[config.mk]
export PLATFORM = sky130hd
export DESIGN_NAME = instr_encoder
export DESIGN_NICKNAME = d
export VERILOG_FILES = /design/src/rtl/instr_encoder.sv
export SDC_FILE = /design/constraint.sdc
export NUM_CORES = 1
export LEC_CHECK = 0
export BUFFER_PORTS_ARGS = -buffer_cell sky130_fd_sc_hd__buf_2
export CAP_MARGIN = 20
export CORE_MARGIN = 10
export CORE_UTILIZATION = 50
export CTS_CLUSTER_SIZE = 12
export DETAILED_ROUTE_END_ITERATION = 10
export MAX_ROUTING_LAYER = met4
export PLACE_DENSITY = 0.72
export SLEW_MARGIN = 20
export SYNTH_ARGS = -nofsm -noshare
export SYNTH_HDL_FRONTEND = slang
export SYNTH_SLANG_ARGS = --single-unit
[constraint.sdc]
create_clock -name clk -period 4.15 [get_ports clk]
set_input_delay 0.415 -clock clk [delete_from_list [all_inputs] [get_ports clk]]
set_output_delay 0.415 -clock clk [all_outputs]
set_load 0.02 [all_outputs]
[src/rtl/instr_encoder.sv]
// Field-level MIPS instruction encoder feeding a small FIFO that streams
// encoded words into consecutive instruction-memory addresses.
module instr_encoder #(
  parameter int unsigned DEPTH = 4,
  parameter int unsigned IM_AW = 12
) (
  input  logic             clk,
  input  logic             reset_n,
  input  logic             flush,
  input  logic             req_valid,
  output logic             req_ready,
  input  logic [3:0]       req_kind,
  input  logic [4:0]       req_rs,
  input  logic [4:0]       req_rt,
  input  logic [4:0]       req_rd,
  input  logic [15:0]      req_imm16,
  input  logic [25:0]      req_imm26,
  output logic             im_we,
  input  logic             im_ready,
  output logic [IM_AW-1:0] im_addr,
  output logic [31:0]      im_wdata,
  output logic             empty,
  output logic             err
);

  localparam int unsigned PW = (DEPTH > 1) ? $clog2(DEPTH) : 1;
  localparam int unsigned CW = PW + 1;

  typedef enum logic [3:0] {
    K_NOP  = 4'd0,
    K_ADDU = 4'd1,
    K_SUBU = 4'd2,
    K_ORI  = 4'd3,
    K_LUI  = 4'd4,
    K_LW   = 4'd5,
    K_SW   = 4'd6,
    K_BEQ  = 4'd7,
    K_J    = 4'd8,
    K_JAL  = 4'd9,
    K_JR   = 4'd10
  } kind_e;

  logic [31:0]      mem_q [DEPTH];
  logic [PW-1:0]    wr_ptr_q, wr_ptr_d;
  logic [PW-1:0]    rd_ptr_q, rd_ptr_d;
  logic [CW-1:0]    count_q, count_d;
  logic [IM_AW-1:0] addr_q, addr_d;
  logic             err_q, err_d;

  logic [31:0]      enc_word_c;
  logic             legal_c;
  logic             full_c;
  logic             accept_c;
  logic             push_c;
  logic             pop_c;

  // Pack request fields into a MIPS word; fields a kind does not use stay zero.
  always_comb begin
    enc_word_c = 32'h0;
    legal_c    = 1'b1;
    case (req_kind)
      K_NOP:  enc_word_c = 32'h0;
      K_ADDU: enc_word_c = {6'h00, req_rs, req_rt, req_rd, 5'h00, 6'h21};
      K_SUBU: enc_word_c = {6'h00, req_rs, req_rt, req_rd, 5'h00, 6'h23};
      K_ORI:  enc_word_c = {6'h0D, req_rs, req_rt, req_imm16};
      K_LUI:  enc_word_c = {6'h0F, 5'h00, req_rt, req_imm16};
      K_LW:   enc_word_c = {6'h23, req_rs, req_rt, req_imm16};
      K_SW:   enc_word_c = {6'h2B, req_rs, req_rt, req_imm16};
      K_BEQ:  enc_word_c = {6'h04, req_rs, req_rt, req_imm16};
      K_J:    enc_word_c = {6'h02, req_imm26};
      K_JAL:  enc_word_c = {6'h03, req_imm26};
      K_JR:   enc_word_c = {6'h00, req_rs, 15'h0000, 6'h08};
      default: legal_c = 1'b0;
    endcase
  end

  // Handshake decode; illegal kinds are consumed without occupying a slot.
  always_comb begin
    full_c    = (count_q == CW'(DEPTH));
    req_ready = !full_c && !flush;
    accept_c  = req_valid && req_ready;
    push_c    = accept_c && legal_c;
    pop_c     = (count_q != CW'(0)) && im_ready;
  end

  // Next-state for pointers, occupancy, write address and sticky error.
  always_comb begin
    wr_ptr_d = wr_ptr_q;
    rd_ptr_d = rd_ptr_q;
    count_d  = count_q;
    addr_d   = addr_q;
    err_d    = err_q;
    if (flush) begin
      wr_ptr_d = '0;
      rd_ptr_d = '0;
      count_d  = '0;
      addr_d   = '0;
      err_d    = 1'b0;
    end else begin
      if (push_c) begin
        wr_ptr_d = wr_ptr_q + PW'(1);
      end
      if (pop_c) begin
        rd_ptr_d = rd_ptr_q + PW'(1);
        addr_d   = addr_q + IM_AW'(1);
      end
      case ({push_c, pop_c})
        2'b10:   count_d = count_q + CW'(1);
        2'b01:   count_d = count_q - CW'(1);
        default: count_d = count_q;
      endcase
      if (accept_c && !legal_c) begin
        err_d = 1'b1;
      end
    end
  end

  // Control state registers.
  always_ff @(posedge clk or negedge reset_n) begin
    if (!reset_n) begin
      wr_ptr_q <= '0;
      rd_ptr_q <= '0;
      count_q  <= '0;
      addr_q   <= '0;
      err_q    <= 1'b0;
    end else begin
      wr_ptr_q <= wr_ptr_d;
      rd_ptr_q <= rd_ptr_d;
      count_q  <= count_d;
      addr_q   <= addr_d;
      err_q    <= err_d;
    end
  end

  // FIFO storage; cleared on reset so the head reads zero while empty.
  always_ff @(posedge clk or negedge reset_n) begin
    if (!reset_n) begin
      for (int i = 0; i < int'(DEPTH); i++) begin
        mem_q[i] <= 32'h0;
      end
    end else if (push_c && !flush) begin
      mem_q[wr_ptr_q] <= enc_word_c;
    end
  end

  // Output view of the FIFO head and write counter.
  always_comb begin
    im_we    = (count_q != CW'(0));
    empty    = (count_q == CW'(0));
    im_wdata = mem_q[rd_ptr_q];
    im_addr  = addr_q;
    err      = err_q;
  end

endmodule

## Word level (Yosys, flattened, before mapping)

Cells that the tools add are included.

| storage, ports and cells | value |
|---|---|
| register bits after elaboration | 148 |
| input port bits | 66 |
| output and inout port bits | 48 |
| logic and storage cells | 68 |

| cells by class | value |
|---|---|
| add/subtract/negate cells | 5 |
| magnitude comparators | 3 |
| equal/unequal tests | 13 |
| multiplexer cells | 18 |
| bitwise operators | 2 |
| reduce and logical (&&, ||, !) cells | 18 |

Operator list:

| kind | count |
|---|---|
| $pmux 32 s10 | 1 |
| $bwmux 128 | 1 |
| $mux 32 | 3 |
| $bmux 32 s2 | 1 |
| $demux 32 s2 | 1 |
| $mux 12 | 2 |
| $eq 4x3->1 const B | 4 |
| $add 12x1->12 const B | 1 |
| $eq 4x4->1 const B | 3 |
| $reduce_or 11->1 | 1 |
| $eq 4x2->1 const B | 2 |
| $mux 2 | 4 |
| $logic_and 1x1->1 | 7 |
| $ge 3x3->1 const B | 2 |
| $not 2->3 | 2 |
| $pmux 3 s2 | 1 |
| $reduce_bool 2->1 | 3 |
| $reduce_bool 3->1 | 2 |
| $add 2x1->2 const B | 2 |
| $eq 4x1->1 const B | 1 |
| $logic_not 4->1 | 1 |
| $add 3x1->3 const B | 1 |
| $eq 3x3->1 const B | 1 |
| $logic_not 1->1 | 3 |
| other kinds (7) | 9 |

## Longest topological paths before layout

| depth | value |
|---|---|
| word-level depth | 8 |
| depth in mapped cells | 9 |
| mapped depth without buffers | 7 |

## Least setup slack after synthesis

No wires, ideal clock.

| timing | value |
|---|---|
| path type | input-to-reg |
| start | input port req_kind[1] |
| end | register count_q[2] |
| arrival | 2.118 ns |
| slack | 1.907 ns |
| stages on the path | 9 |
| cell sequence | buf_2 a21oi_4 o211a_1 buf_6 nor2_1 fa_1 and2_1 mux2i_1 mux2_2 |

| on the way | value |
|---|---|
| cells in the longest elaborated chain, start to end | 7 |
| elaborated cells on any way between the ends | 19 |

Ends and longest elaborated chain:

| what | RTL line | text |
|---|---|---|
| start: declaration | 12 | `input logic [3:0] req_kind,` |
| $eq 4x4->1, or another cell as far along | 61 | `case (req_kind)` |
| $reduce_or 11->1 (no source line) * | - |  |
| $mux 1 * | 61 |  |
| $logic_and 1x1->1 * | 82 | `push_c = accept_c && legal_c;` |
| $eq 2x1->1 / $eq 2x2->1 (equally long branches) | 107 | `case ({push_c, pop_c})` |
| $pmux 3 s2 | 107 |  |
| $mux 3 | 93 | `if (flush) begin` |
| end signal: assignment | 129 | `count_q <= count_d;` |
| end: declaration | 46 | `logic [CW-1:0] count_q, count_d;` |

Every way passes the cells marked *; elsewhere a longest branch is shown, timed or not.
A chain may end at the register's enable or synchronous reset.

## Worst setup path in the final report

| timing | value |
|---|---|
| start | register rd_ptr_q[0] |
| end | output port im_wdata[23] |

| on the way | value |
|---|---|
| cells in the longest elaborated chain, start to end | 4 |

Ends and longest elaborated chain:

| what | RTL line | text |
|---|---|---|
| start: declaration | 45 | `logic [PW-1:0] rd_ptr_q, rd_ptr_d;` |
| start signal: assignment | 128 | `rd_ptr_q <= rd_ptr_d;` |
| $not 2->3 (implied by the code) | 150 | `im_wdata = mem_q[rd_ptr_q];` |
| $bmux 32 s2 | 150 |  |
| $mux 32 (implied by the code) (2 in a row) | 150 |  |
| end: declaration | 21 | `output logic [31:0] im_wdata,` |

Every way passes these cells. The select of a mux whose other input is x is not followed.

==> results.md <==
- Wirelength, routed: between 15000 and 20000 um
- CTS buffer count: 17
- Average size of a mapped cell: 10.8 um2
- Post-cts gate resize count: 0
- Clock Skews: 8.08 ps
- Post-route DRC violation count: 0
- First-pass GRT wire length: 27000 um
- Slew Limit Fails: 0
- DP Worst Slack: 1440 ps
- Most frequent cells in the layout: dfrtp_1 (143), nand2_1 (129), o21ai_0 (128)
- CP Class: reg2out
- Initial Util: a little over 50%
- H-tree depth: 4
- Gate Count Post-Synth: 623
- Reg area: between 3000 and 4000 um2
- Peak fanout along the critical path: 25
- Final HPWL DP: 11100 um
- Rel. slew slack: 40.3%
- Cts hold-fix bufs: 0
- Mapped Area: 6710 um2
- CP peak stage delay: 930 ps
- Initial antenna violation count: 0
- Pwr Density: 572 nW/um2
- Starting DRT DRC Count: 277
- Total Neg Setup Slack: 0 ps
- CTS tree: yes
- CTS clk-pin slew, worst paths: 50 ps
- IO Port Bufs: approximately 110
- Num rows: 42
- Post-CTS setup buffers: 0
- Final ANT Viol Nets: 0
- Root Buffer: clkbuf_16
- Wire per inst: 18.1 um
- FF-to-FF setup slack: 1630 ps
- Die W: 136 um
- Synthesized Nets: approximately 700
- Worst Setup End Kind: primary output
- Yosys cell types: between 40 and 50
- Fin crit share: 66.8%
- Vias in the first global route: roughly 5300
- Drt first pass iters: 5
- WP buf/inv: 2
- Final #Nets: 790
- Clock Path Buffers: 2
- Std-Cell Core Area: 13200 um2
- Register area share after synthesis: a little over half
- Die area: ~18000 um2
- EDFF count, synth: 0
- Layout cells sized above 1: 26.4%
- Layout overhead on the synthesized area: 18.4%
- Status: finished, final reports clean
- RSZ-0062 raised after global routing: false
- Fin crit period: approximately 2800 ps
- CP delay by family, top: flip-flops
- Clock Latency Late Sink: 420 ps
- Via Count: about 5000
- Ant. Diodes: 0
- Hold crit path type: in2async
- Max VDD drop: 0.000299 V
- Die H: 136 um
- Crit-path cells: buf_4, mux4_2, buf_2
- # IOs: around 110
- Fill cells: 1095
- Count of final setup violators: 0
- WP data required: around 3700 ps
- Sink Count: 144
- Via density: 5.65
- Tot GR Track Use: 19.1%
- Seq cells post-synth: 144
- Yosys warns: 0
- CP startpoint kind: flop
- GRT Residual Overflow: 0
- Final hold violations: 0
- Async SR Flop Fraction: between 90% and 100%
- Most common cell after layout, fill and taps aside: dfrtp_1
- Area occupied by multi-input gates: 2910 um2
- Max_cap viols: 0
- Leakage: 3.66 nW
- Fin worst setup slack: approximately 1400 ps
- Crit path max-delay cell type: dfrtp_2
- Worst slew pin tran: 895 ps
- Largest net degree at the start of global routing: 116
- Achievable frequency: 0.361 GHz
- Top FF cell, synth: dfrtp_1
- GP Congestion: 0.897
- Crit path DAT: roughly 2400 ps
stage by stage:
stage | cell area, um2 | power, W | utilization (%) | hold WS, ps | cells
2_1_floorplan | 6710 | 0.00276 | - | 119 | 623
3_3_place_gp | 7410 | 0.00314 | 56.2 | 456 | 875
3_5_place_dp | 7410 | 0.00320 | 56.2 | 465 | 875
4_1_cts | 7940 | 0.00459 | 60.2 | 189 | 903
5_1_grt | 7940 | 0.00481 | 60.2 | 163 | 903
6_report | 7940 | 0.00454 | 60.2 | 98.5 | 903
per-layer routing:
metal | vias up | GRT usage (%) | wire length [um]
met4 | 0 | 6.46 | 255
met1 | 2530 | 23.4 | 7030
met5 | - | - | 0
met3 | 22 | 5.28 | 976
li1 | 2388 | - | -
met2 | 164 | 29.9 | 8060
Yosys cell counts, types with 3 or more instances:
cell,count,share of area (%)
a221oi_1,5,0.65
a22oi_1,21,2.4
inv_1,6,0.34
mux4_2,31,10
o2111ai_2,3,0.67
xor2_1,6,0.78
and3_1,3,0.28
nor2b_1,7,0.65
dfrtp_1,144,54
xnor2_1,8,1.0
nand3_1,4,0.30
a22o_1,5,0.65
buf_1,3,0.17
nor3_1,3,0.22
and2_1,6,0.56
nand4_1,4,0.37
nand2_1,129,7.2
ha_1,5,0.93
clkbuf_1,19,1.1
buf_2,22,1.6
mux2i_1,5,0.75
o21ai_0,128,9.6
nor2_1,23,1.3
cell type report:
type	count	share of cell area, %
Clock buffer	21	5.80
Clock inverter	7	0.819
Inverter	7	0.331
Multi-Input combinational cell	425	36.7
Sequential cell	144	45.4
Tap cell	176	2.77
Timing Repair Buffer	123	8.21
path summary, 6_finish.rpt:
check	from	end	cells past startpoint
setup reg to reg	count_q[0]	count_q[2]	7
hold / removal	reset_n	mem_q[103]	1
setup / recovery	rd_ptr_q[0]	im_wdata[23]	3
max in group asynchronous	reset_n	mem_q[3]	2
min in group clk	req_imm16[2]	mem_q[66]	3
hold reg to reg	mem_q[75]	mem_q[75]	2
cell families (layout without fill, tap and decap cells):
logic type,after synthesis,in the layout,synth area share [%]
simple gates,187,187,11.8
buf+inv,54,158,3.71
other cells,1,1,0.0559
fa+ha+maj,6,6,1.23
compound gates,177,177,15.7
flops,144,144,53.7
mux,39,39,11.7
xor+xnor,15,15,2.07
power by group:
part / leakage, nW / total, W / internal (W) / switching, W
clock network: 0.256 / 0.00138 / 0.000836 / 0.000542
logic: 1.44 / 0.00128 / 0.000560 / 0.000717
registers: 1.96 / 0.00189 / 0.00167 / 0.000217
sequential cells by signal, summed over array words and instances, names as in the netlist:
| register | cells |
|---|---|
| count_q | 3 |
| err | 1 |
| im_addr | 12 |
| mem_q | 124 |
| rd_ptr_q | 2 |
| wr_ptr_q | 2 |
worst register-to-register path, stage by stage (launching register included):
cell and delay (ps):
dfrtp_1 460, or3b_1 430, o211a_1 380, nor2_1 90, fa_1 400, and2_1 160, mux2i_1 140, mux2_2 340
Note: power is estimated with default switching activity, not from simulation.
